===== src/rtl/upload_frame_decoder.sv =====
// ============================================================================
// Module  : upload_frame_decoder
// Purpose : Parses AA 44 | src | len_h len_l | payload | checksum upload frames
//           and forwards payload bytes with a status pulse per frame.
//           Optional inter-byte timeout: UPLOAD_DECODER_TIMEOUT_EN.
// Revision: 1.0  initial release
// ============================================================================
`default_nettype none

module upload_frame_decoder #(
    parameter logic [7:0] HEADER_H       = 8'hAA,
    parameter logic [7:0] HEADER_L       = 8'h44,
    parameter int         MAX_LEN        = 256,
    parameter int         TIMEOUT_CYCLES = 60000
) (
    input  logic        clk,
    input  logic        rst,
    input  logic [7:0]  in_data,
    input  logic        in_valid,
    output logic        in_ready,
    output logic [7:0]  out_data,
    output logic [7:0]  out_source,
    output logic        out_valid,
    output logic        out_last,
    input  logic        out_ready,
    output logic        frame_ok,
    output logic        frame_err,
    output logic [1:0]  err_code,
    output logic [15:0] frame_count,
    output logic [15:0] error_count,
    output logic        busy
);

    typedef enum logic [2:0] {
        S_SEEK_H  = 3'd0,
        S_SEEK_L  = 3'd1,
        S_SRC     = 3'd2,
        S_LEN_H   = 3'd3,
        S_LEN_L   = 3'd4,
        S_PAYLOAD = 3'd5,
        S_CHK     = 3'd6
    } state_t;

    // The idle counter is 16 bits wide, so the limit must fit.
    if (TIMEOUT_CYCLES < 1 || TIMEOUT_CYCLES > 65535) begin : g_timeout_range_check
        $error("TIMEOUT_CYCLES must be within 1..65535");
    end

    state_t      state_q, state_d;
    logic [7:0]  out_data_q, out_data_d;
    logic [7:0]  out_source_q, out_source_d;
    logic        out_valid_q, out_valid_d;
    logic        out_last_q, out_last_d;
    logic        frame_ok_q, frame_ok_d;
    logic        frame_err_q, frame_err_d;
    logic [1:0]  err_code_q, err_code_d;
    logic [15:0] frame_count_q, frame_count_d;
    logic [15:0] error_count_q, error_count_d;
    logic [7:0]  len_h_q, len_h_d;
    logic [7:0]  csum_q, csum_d;
    logic [15:0] rem_q, rem_d;
    logic        accept;
    logic [15:0] len_w;
    logic [15:0] error_count_inc;
`ifdef UPLOAD_DECODER_TIMEOUT_EN
    localparam logic [15:0] TIMEOUT_LAST = 16'(TIMEOUT_CYCLES - 1);
    logic [15:0] idle_q, idle_d;
`endif

    always_comb begin
        state_d       = state_q;
        out_data_d    = out_data_q;
        out_source_d  = out_source_q;
        out_valid_d   = out_valid_q;
        out_last_d    = out_last_q;
        frame_ok_d    = 1'b0;
        frame_err_d   = 1'b0;
        err_code_d    = err_code_q;
        frame_count_d = frame_count_q;
        error_count_d = error_count_q;
        len_h_d       = len_h_q;
        csum_d        = csum_q;
        rem_d         = rem_q;

        // Payload is only back-pressured while the output register is occupied.
        in_ready = (state_q == S_PAYLOAD) ? (!out_valid_q || out_ready) : 1'b1;
        accept   = in_valid && in_ready;
        len_w    = {len_h_q, in_data};
        error_count_inc = (error_count_q == 16'hFFFF) ? error_count_q
                                                      : error_count_q + 16'd1;

        if (out_valid_q && out_ready) begin
            out_valid_d = 1'b0;
        end

        if (accept) begin
            case (state_q)
                S_SEEK_H: begin
                    if (in_data == HEADER_H) state_d = S_SEEK_L;
                end
                S_SEEK_L: begin
                    if (in_data == HEADER_L)      state_d = S_SRC;
                    else if (in_data != HEADER_H) state_d = S_SEEK_H;
                end
                S_SRC: begin
                    out_source_d = in_data;
                    csum_d       = in_data;
                    state_d      = S_LEN_H;
                end
                S_LEN_H: begin
                    len_h_d = in_data;
                    csum_d  = csum_q + in_data;
                    state_d = S_LEN_L;
                end
                S_LEN_L: begin
                    csum_d = csum_q + in_data;
                    rem_d  = len_w;
                    if (len_w > 16'(MAX_LEN)) begin
                        frame_err_d   = 1'b1;
                        err_code_d    = 2'b10;
                        error_count_d = error_count_inc;
                        state_d       = S_SEEK_H;
                    end else if (len_w == 16'd0) begin
                        state_d = S_CHK;
                    end else begin
                        state_d = S_PAYLOAD;
                    end
                end
                S_PAYLOAD: begin
                    out_data_d  = in_data;
                    out_valid_d = 1'b1;
                    out_last_d  = (rem_q == 16'd1);
                    csum_d      = csum_q + in_data;
                    rem_d       = rem_q - 16'd1;
                    if (rem_q == 16'd1) state_d = S_CHK;
                end
                S_CHK: begin
                    if (in_data == csum_q) begin
                        frame_ok_d    = 1'b1;
                        frame_count_d = frame_count_q + 16'd1;
                    end else begin
                        frame_err_d   = 1'b1;
                        err_code_d    = 2'b01;
                        error_count_d = error_count_inc;
                    end
                    state_d = S_SEEK_H;
                end
                default: state_d = S_SEEK_H;
            endcase
        end

`ifdef UPLOAD_DECODER_TIMEOUT_EN
        idle_d = 16'd0;
        if (state_q != S_SEEK_H && !accept && !(out_valid_q && !out_ready)) begin
            if (idle_q == TIMEOUT_LAST) begin
                frame_err_d   = 1'b1;
                err_code_d    = 2'b11;
                error_count_d = error_count_inc;
                out_valid_d   = 1'b0;
                state_d       = S_SEEK_H;
            end else begin
                idle_d = idle_q + 16'd1;
            end
        end
`endif
    end

    always_ff @(posedge clk or posedge rst) begin
        if (rst) begin
            state_q       <= S_SEEK_H;
            out_data_q    <= 8'd0;
            out_source_q  <= 8'd0;
            out_valid_q   <= 1'b0;
            out_last_q    <= 1'b0;
            frame_ok_q    <= 1'b0;
            frame_err_q   <= 1'b0;
            err_code_q    <= 2'b00;
            frame_count_q <= 16'd0;
            error_count_q <= 16'd0;
            len_h_q       <= 8'd0;
            csum_q        <= 8'd0;
            rem_q         <= 16'd0;
`ifdef UPLOAD_DECODER_TIMEOUT_EN
            idle_q        <= 16'd0;
`endif
        end else begin
            state_q       <= state_d;
            out_data_q    <= out_data_d;
            out_source_q  <= out_source_d;
            out_valid_q   <= out_valid_d;
            out_last_q    <= out_last_d;
            frame_ok_q    <= frame_ok_d;
            frame_err_q   <= frame_err_d;
            err_code_q    <= err_code_d;
            frame_count_q <= frame_count_d;
            error_count_q <= error_count_d;
            len_h_q       <= len_h_d;
            csum_q        <= csum_d;
            rem_q         <= rem_d;
`ifdef UPLOAD_DECODER_TIMEOUT_EN
            idle_q        <= idle_d;
`endif
        end
    end

    assign out_data    = out_data_q;
    assign out_source  = out_source_q;
    assign out_valid   = out_valid_q;
    assign out_last    = out_last_q;
    assign frame_ok    = frame_ok_q;
    assign frame_err   = frame_err_q;
    assign err_code    = err_code_q;
    assign frame_count = frame_count_q;
    assign error_count = error_count_q;
    assign busy        = (state_q != S_SEEK_H);

endmodule

`default_nettype wire


===== config.mk =====
export PLATFORM = sky130hd
export DESIGN_NAME = upload_frame_decoder
export DESIGN_NICKNAME = d
export VERILOG_FILES = /design/src/rtl/upload_frame_decoder.sv
export SDC_FILE = /design/constraint.sdc
export NUM_CORES = 1
export LEC_CHECK = 0
export ABC_AREA = 1
export BUFFER_PORTS_ARGS = -buffer_cell sky130_fd_sc_hd__buf_2
export CAP_MARGIN = 20
export CORE_MARGIN = 3
export CORE_UTILIZATION = 58
export DETAILED_ROUTE_END_ITERATION = 8
export HOLD_SLACK_MARGIN = 0.05
export PLACE_DENSITY = 0.8
export SLEW_MARGIN = 20
export SYNTH_ARGS = -nofsm -noshare
export SYNTH_HDL_FRONTEND = slang
export SYNTH_SLANG_ARGS = --single-unit

===== constraint.sdc =====
create_clock -name clk -period 3.7 [get_ports clk]
set_clock_uncertainty 0.2 [all_clocks]
set_input_delay 0.185 -clock clk [delete_from_list [all_inputs] [get_ports clk]]
set_output_delay 0.185 -clock clk [all_outputs]
set_load 0.02 [all_outputs]

; ---- Word-level counts from Yosys, hierarchy flattened
; Index checks and enable logic that the tools add are counted.
[op_classes]
add_sub_neg = 4
n_mul = 0
n_div = 0
order_cmp = 1
eq_ne = 17
shift = 0
n_mux = 27
n_bitwise = 0
n_reduce_logical = 19
[op_table]
columns = cell, count
row1 = $pmux 16 s2, 2
row2 = $mux 16, 3
row3 = $add 16x1->16 const B, 2
row4 = $pmux 3 s6, 1
row5 = $eq 16x1->1 const B, 1
row6 = $eq 16x16->1 const B, 1
row7 = $gt 16x9->1 const B, 1
row8 = $logic_not 16->1, 1
row9 = $pmux 8 s2, 1
row10 = $sub 16x1->16 const B, 1
row11 = $mux 3, 5
row12 = $mux 1, 10
row13 = $reduce_and 2->1, 5
row14 = $eq 3x3->1 const B, 3
row15 = $add 8x8->8, 1
row16 = $eq 8x7->1 const B, 1
row17 = $eq 8x8->1, 1
row18 = $eq 8x8->1 const B, 1
row19 = $ne 8x8->1 const B, 1
row20 = $reduce_and 4->1, 2
row21 = $eq 3x2->1 const B, 2
row22 = $mux 2, 3
row23 = $ne 2x2->1 const B, 3
row24 = $reduce_bool 2->1, 3
row25 = 12 further kinds, 13
[totals]
register_bits = 89
latch_bits = 0
ramBits = 0
rom_bits = 0
input_bits = 12
out_inout_bits = 56
wordCells = 81
n_memories = 0

; ---- Longest topological paths before layout
[logic_depth]
ltp_word = 5
depth_mapped = 11
depth_no_buf = 10

; ---- Worst setup path after synthesis
; No wires, ideal clock.
[synth_path]
path_type = reg-to-reg
startpoint = register error_count_q[0] (netlist: error_count[0])
endpoint = register error_count_q[3] (netlist: error_count[3])
setup_ns = 0.118
arrival_time_ns = 1.632
required_ns = 3.382
setup_slack_ns = 1.750
stages_incl_launch_ff = 11
synth_period_minus_slack_ns = 1.950
cell_sequence = dfrtp_1 > ha_1 > nand3_1 > nor2_1 > nand3_1 > nor2_1 > a21oi_2 > nand2_4 > buf_6 > nand2_1 > nand2_1
[synth_via]
elab_chain_len = 4
word_cells_on_any_way = 6
cone_classes = add/sub: 1 / eq/ne: 1 / mux: 4
[synth_lines]
columns = item, line_no
row1 = from (decl), 58  ; logic [15:0] error_count_q, error_count_d;
row2 = from (signal assigned), 196  ; error_count_q <= error_count_d;
row3 = $add 16x1->16 or $eq 16x16->1 (tied branches), "90, 89"
row4 = $mux 16 *, 89  ; error_count_inc = (error_count_q == 16'hFFFF) ? error_count_q
row5 = $mux 16 (on tied branches), "138, 118"
row6 = $pmux 16 s2 *, 97  ; case (state_q)
; Every way passes the cells marked *; elsewhere a longest branch is shown, timed or not. The select of a mux whose other input is x is not followed.
; A chain may end at the register's enable or synchronous reset.

; ---- Worst setup path in the final report
[layout_path]
startpoint = register state_q[0]
endpoint = register rem_q[14]
[layout_via]
elab_chain_len = 4
word_cells_on_any_way = 7
cone_classes = eq/ne: 2 / mux: 2 / reduce/logical: 3
[layout_lines]
columns = item, line_no
row1 = from (decl), 49  ; state_t state_q, state_d;
row2 = from (signal assigned), 187  ; state_q <= state_d;
row3 = $eq 3x3->1, "86, 97"
row4 = $mux 1, 86  ; in_ready = (state_q == S_PAYLOAD) ? (!out_valid_q || out_ready) : 1'b1;
row5 = $logic_and 1x1->1, 87  ; accept = in_valid && in_ready;
row6 = $reduce_and 2->1 (no line), -
row7 = to (signal assigned), 199  ; rem_q <= rem_d;
row8 = to (decl), 61  ; logic [15:0] rem_q, rem_d;
; Several ways; a longest one is shown, not always the timed one.

==> metrics.md <==
| Metric | Value |
|---|---|
| Critical path's top delay family | `buffers and inverters` |
| Area grow syn2layout | `13.57%` |
| Hold Crit Class | `primary input to register` |
| Die height | `100.9 µm` |
| Placed cell areas | `around 5600 µm²` |
| Outcome | `finished, final reports clean` |
| Synth Area in Adders | `3.017%` |
| Period Utilization, post-route | `between 60% and 70%` |
| Critical Path, Cell by Cell | `inv_2 > nor2_2 > a21oi_4 > nand2_1 > inv_1 > o21ai_0 > o22ai_1` |
| Met1 global-route usage | `34.37%` |
| Post-route DRC | `0` |
| Seq cells post-synth | `between 80 and 90` |
| Fillcell total | `about 760` |
| Synth Cell Area | `around 5200 µm²` |
| Mapped Cells | `726` |
| Fmax | `approximately 0.39 GHz` |
| Synth Warn # | `0` |
| Pwr Density | `around 640 nW/µm²` |
| I/O pins | `68` |
| Ys async rst share | `100.0%` |
| Post-layout util | `68.06%` |
| R2r startpoint | `state_q[0]` |
| Routed WL | `12.97 mm` |
| Actual slew at the worst max-slew pin | `approximately 0.85 ns` |
| Vias/cell | `between 5 and 6` |
| DIE AREA | `approximately 10000 µm²` |
| XOR/XNOR Fraction of Synth Area | `between 4 and 5%` |
| Startpoint types | `register` |
| Vias in the first global route | `4702` |
| TritonCTS Sinks | `89` |
| Critical path class | `register to register` |
| Crit path from | `state_q[0]` |
| Root Driver | `clkbuf_8` |
| Max_slew headroom | `43.35%` |
| Post-Synth Simple-Gate Area | `around a third` |
| Peak supply drop | `between 300 and 400 µV` |
| Fin crit period | `between 2 and 3 ns` |
| DP HPWL | `around 9.5 mm` |
| Crit end category | `register` |
| CTS clk-pin slew, worst paths | `about 0.090 ns` |
| Initial antenna violation count | `0` |
| N_diodes | `0` |
| DRT Pass-1 Iters | `4` |
| Critical path fanouts, max | `21` |
| TritonCTS clock tree | `yes` |
| Detail Route Antenna Nets | `0` |
| Overflow after GRT | `0` |
| Grt peak-use layer | `met2` |
| Library cells used by synthesis | `29` |
| CTS hold repair buffers | `8` |
| Hold Slack | `0.06036 ns` |
| Worst path arrival time | `2.65 ns` |
| Die Wd | `slightly above 100 µm` |
| First-pass GRT wire length | `approximately 21 mm` |
| Final setup viols | `0` |
| Leak pwr | `about 3.0 nW` |
| PortBufs | `between 60 and 70` |
| Mean Syn Cell Area | `around 7 µm²` |
| H-tree depth | `3` |
| Final hold vios | `0` |
| Grt met2 use | `approximately 44%` |
| All-Layer GR Usage | `between 20% and 30%` |
| Met3 Use GR | `roughly 4.2%` |
| Critical path data required time | `3.76 ns` |
| Worst Path Buf+Inv | `2` |
| Hold wc startpoint | `in_data[7]` |
| Post-CTS setup buffer count | `0` |
| Sequential fraction of the synthesis area | `between 40% and 50%` |
| Slowest stage cell, crit path | `dfrtp_1` |
| RSZ-0062 raised after global routing | `no` |
| EDFF count, synth | `0` |
| Largest net degree at the start of global routing | `37` |
| Core Area | `between 8000 and 9000 µm²` |
| Mux cell area share after synthesis | `0%` |
| Top FF cell, synth | `dfrtp_1` |
| Fin. max-slew vios | `0` |
| Initial DRC count | `303` |
| Initial Util | `about three fifths` |
| Sum Neg Setup Slack | `0 ns` |
| Vias | `roughly 5000` |
| Post-Layout Inst Area | `5936 µm²` |
| Layout cells sized above 1 | `approximately an eighth` |
| Clock buffer count from CTS | `9` |
| Nets@finish | `around 800` |
| Max-Cap Viols | `0` |
| Largest family of logic cells by synthesized area | `simple AND/OR/NAND/NOR gates` |
| Routed WL per cell | `~14 µm` |
| Synth Net Count | `between 700 and 800` |
| CP max stage delay | `approximately 0.52 ns` |
| CTS resizes | `0` |
| RePlAce Congestion | `roughly 0.95` |
| # rows | `34` |
| Max clock buf depth | `2` |
| Complex-gate fraction of the synthesized area | `between 10% and 20%` |
| Clk_lat worst skew | `between 0.3 and 0.4 ns` |
power breakdown:
group	internal [mW]	switching, mW	leakage [nW]	total (mW)
clock	0.402	0.358	0.113	0.759
sequential	1.26	0.252	1.11	1.51
combinational	0.515	1.04	1.83	1.55
per-stage QoR:
stage	instances	total power [mW]	setup slack, ns
4_1_cts	911	3.827	1.142
5_1_grt	911	4.148	0.8779
3_3_place_gp	888	3.010	1.245
6_report	911	3.823	1.117
2_1_floorplan	726	2.639	1.008
3_5_place_dp	888	3.061	1.156
per-layer routing:
metal	up-vias	wire, µm
li1	2478	-
met1	2316	5613
met2	162	6455
met3	22	654
met4	0	245
met5	-	0
synth_stat cells, types with 2 or more instances:
cell | number | share of area (%)
nor2_1 | 84 | 6.0
clkbuf_1 | 5 | 0.36
ha_1 | 11 | 2.6
a21oi_1 | 16 | 1.5
buf_4 | 2 | 0.29
dfrtp_1 | 89 | 43
nand2_1 | 231 | 17
a21oi_4 | 2 | 0.62
buf_2 | 8 | 0.77
buf_6 | 2 | 0.43
o211ai_1 | 7 | 1.0
nand3b_1 | 2 | 0.29
xor2_1 | 19 | 3.2
nand2_2 | 3 | 0.36
xnor2_1 | 8 | 1.3
o22ai_1 | 3 | 0.36
o21ai_0 | 72 | 6.9
nand4_1 | 10 | 1.2
nor3_1 | 11 | 1.1
inv_1 | 69 | 5.0
nor2_2 | 3 | 0.36
nand3_1 | 58 | 5.6
inv_2 | 5 | 0.36
flip-flops by register name (all words and copies together), names as in the netlist:
register and cells:
out_last 1, csum_q 8, frame_err 1, out_valid 1
len_h_q 8, frame_ok 1, state_q 3, err_code 2
error_count 16, out_data 8, out_source 8, frame_count 16
rem_q 16
worst paths after layout:
path | slack, ns | depth (start not counted) | to
setup / recovery | 1.12 | 7 | rem_q[14]
hold / removal | 0.06 | 3 | len_h_q[7]
setup reg to reg | 1.12 | 7 | rem_q[14]
hold reg to reg | 0.29 | 2 | out_data[6]
max in group asynchronous | 2.26 | 4 | csum_q[6]
min in group asynchronous | 0.19 | 3 | frame_count[14]
worst reg2reg max path, delay by kind of cell (launching register included):
family | cells | cell delay [ns]
AOI/OAI and AO/OA | 3 | 0.66
buffers and inverters | 2 | 0.73
DFF | 1 | 0.52
and+or+nand+nor | 2 | 0.39
area by class of cell:
cell class,count,area [µm²],area share [%]
repair buffers,79,445.4,7.504
flip-flops and latches,89,2227,37.52
multi-input cells,546,2625,44.22
clock buffers,10,137.6,2.319
well taps,108,135.1,2.277
clock inverters,5,86.33,1.454
inverters,74,279.0,4.701
kinds of logic (layout without fill, tap and decap cells):
| family | Yosys count | count (layout) |
|---|---|---|
| DFF | 89 | 89 |
| AOI/OAI and AO/OA | 103 | 103 |
| buffers and inverters | 91 | 168 |
| and+or+nand+nor | 404 | 404 |
| adders and majority gates | 12 | 12 |
| xor gates and xnor gates | 27 | 27 |
cell usage in the layout (no fill, tap or decap):
master         netlist  routed
xnor2_1              8       8
clkinv_4             0       1
dlygate4sd3_1        0       8
nor3_1              11      11
nand3b_1             2       2
o22ai_1              3       3
inv_6                0       2
nand2_4              1       1
inv_2                5       5
buf_4                2       4
a31oi_1              1       1
fa_1                 1       1
o211ai_1             7       7
buf_2                8      67
clkinv_2             0       1
nand2_2              3       3
a21oi_2              1       1
ha_1                11      11
nor2_1              84      84
nand3_1             58      58
xor2_1              19      19
nor2_2               3       3
a21oi_4              2       2
clkbuf_8             0      10
nor3_2               1       1
o21ai_0             72      72
o21a_1               1       1
bufinv_16            0       2
inv_1               69      68
nand4_1             10      10
dfrtp_1             89      89
a21oi_1             16      16
nand2_1            231     231
Note: power is estimated with default switching activity, not from simulation.
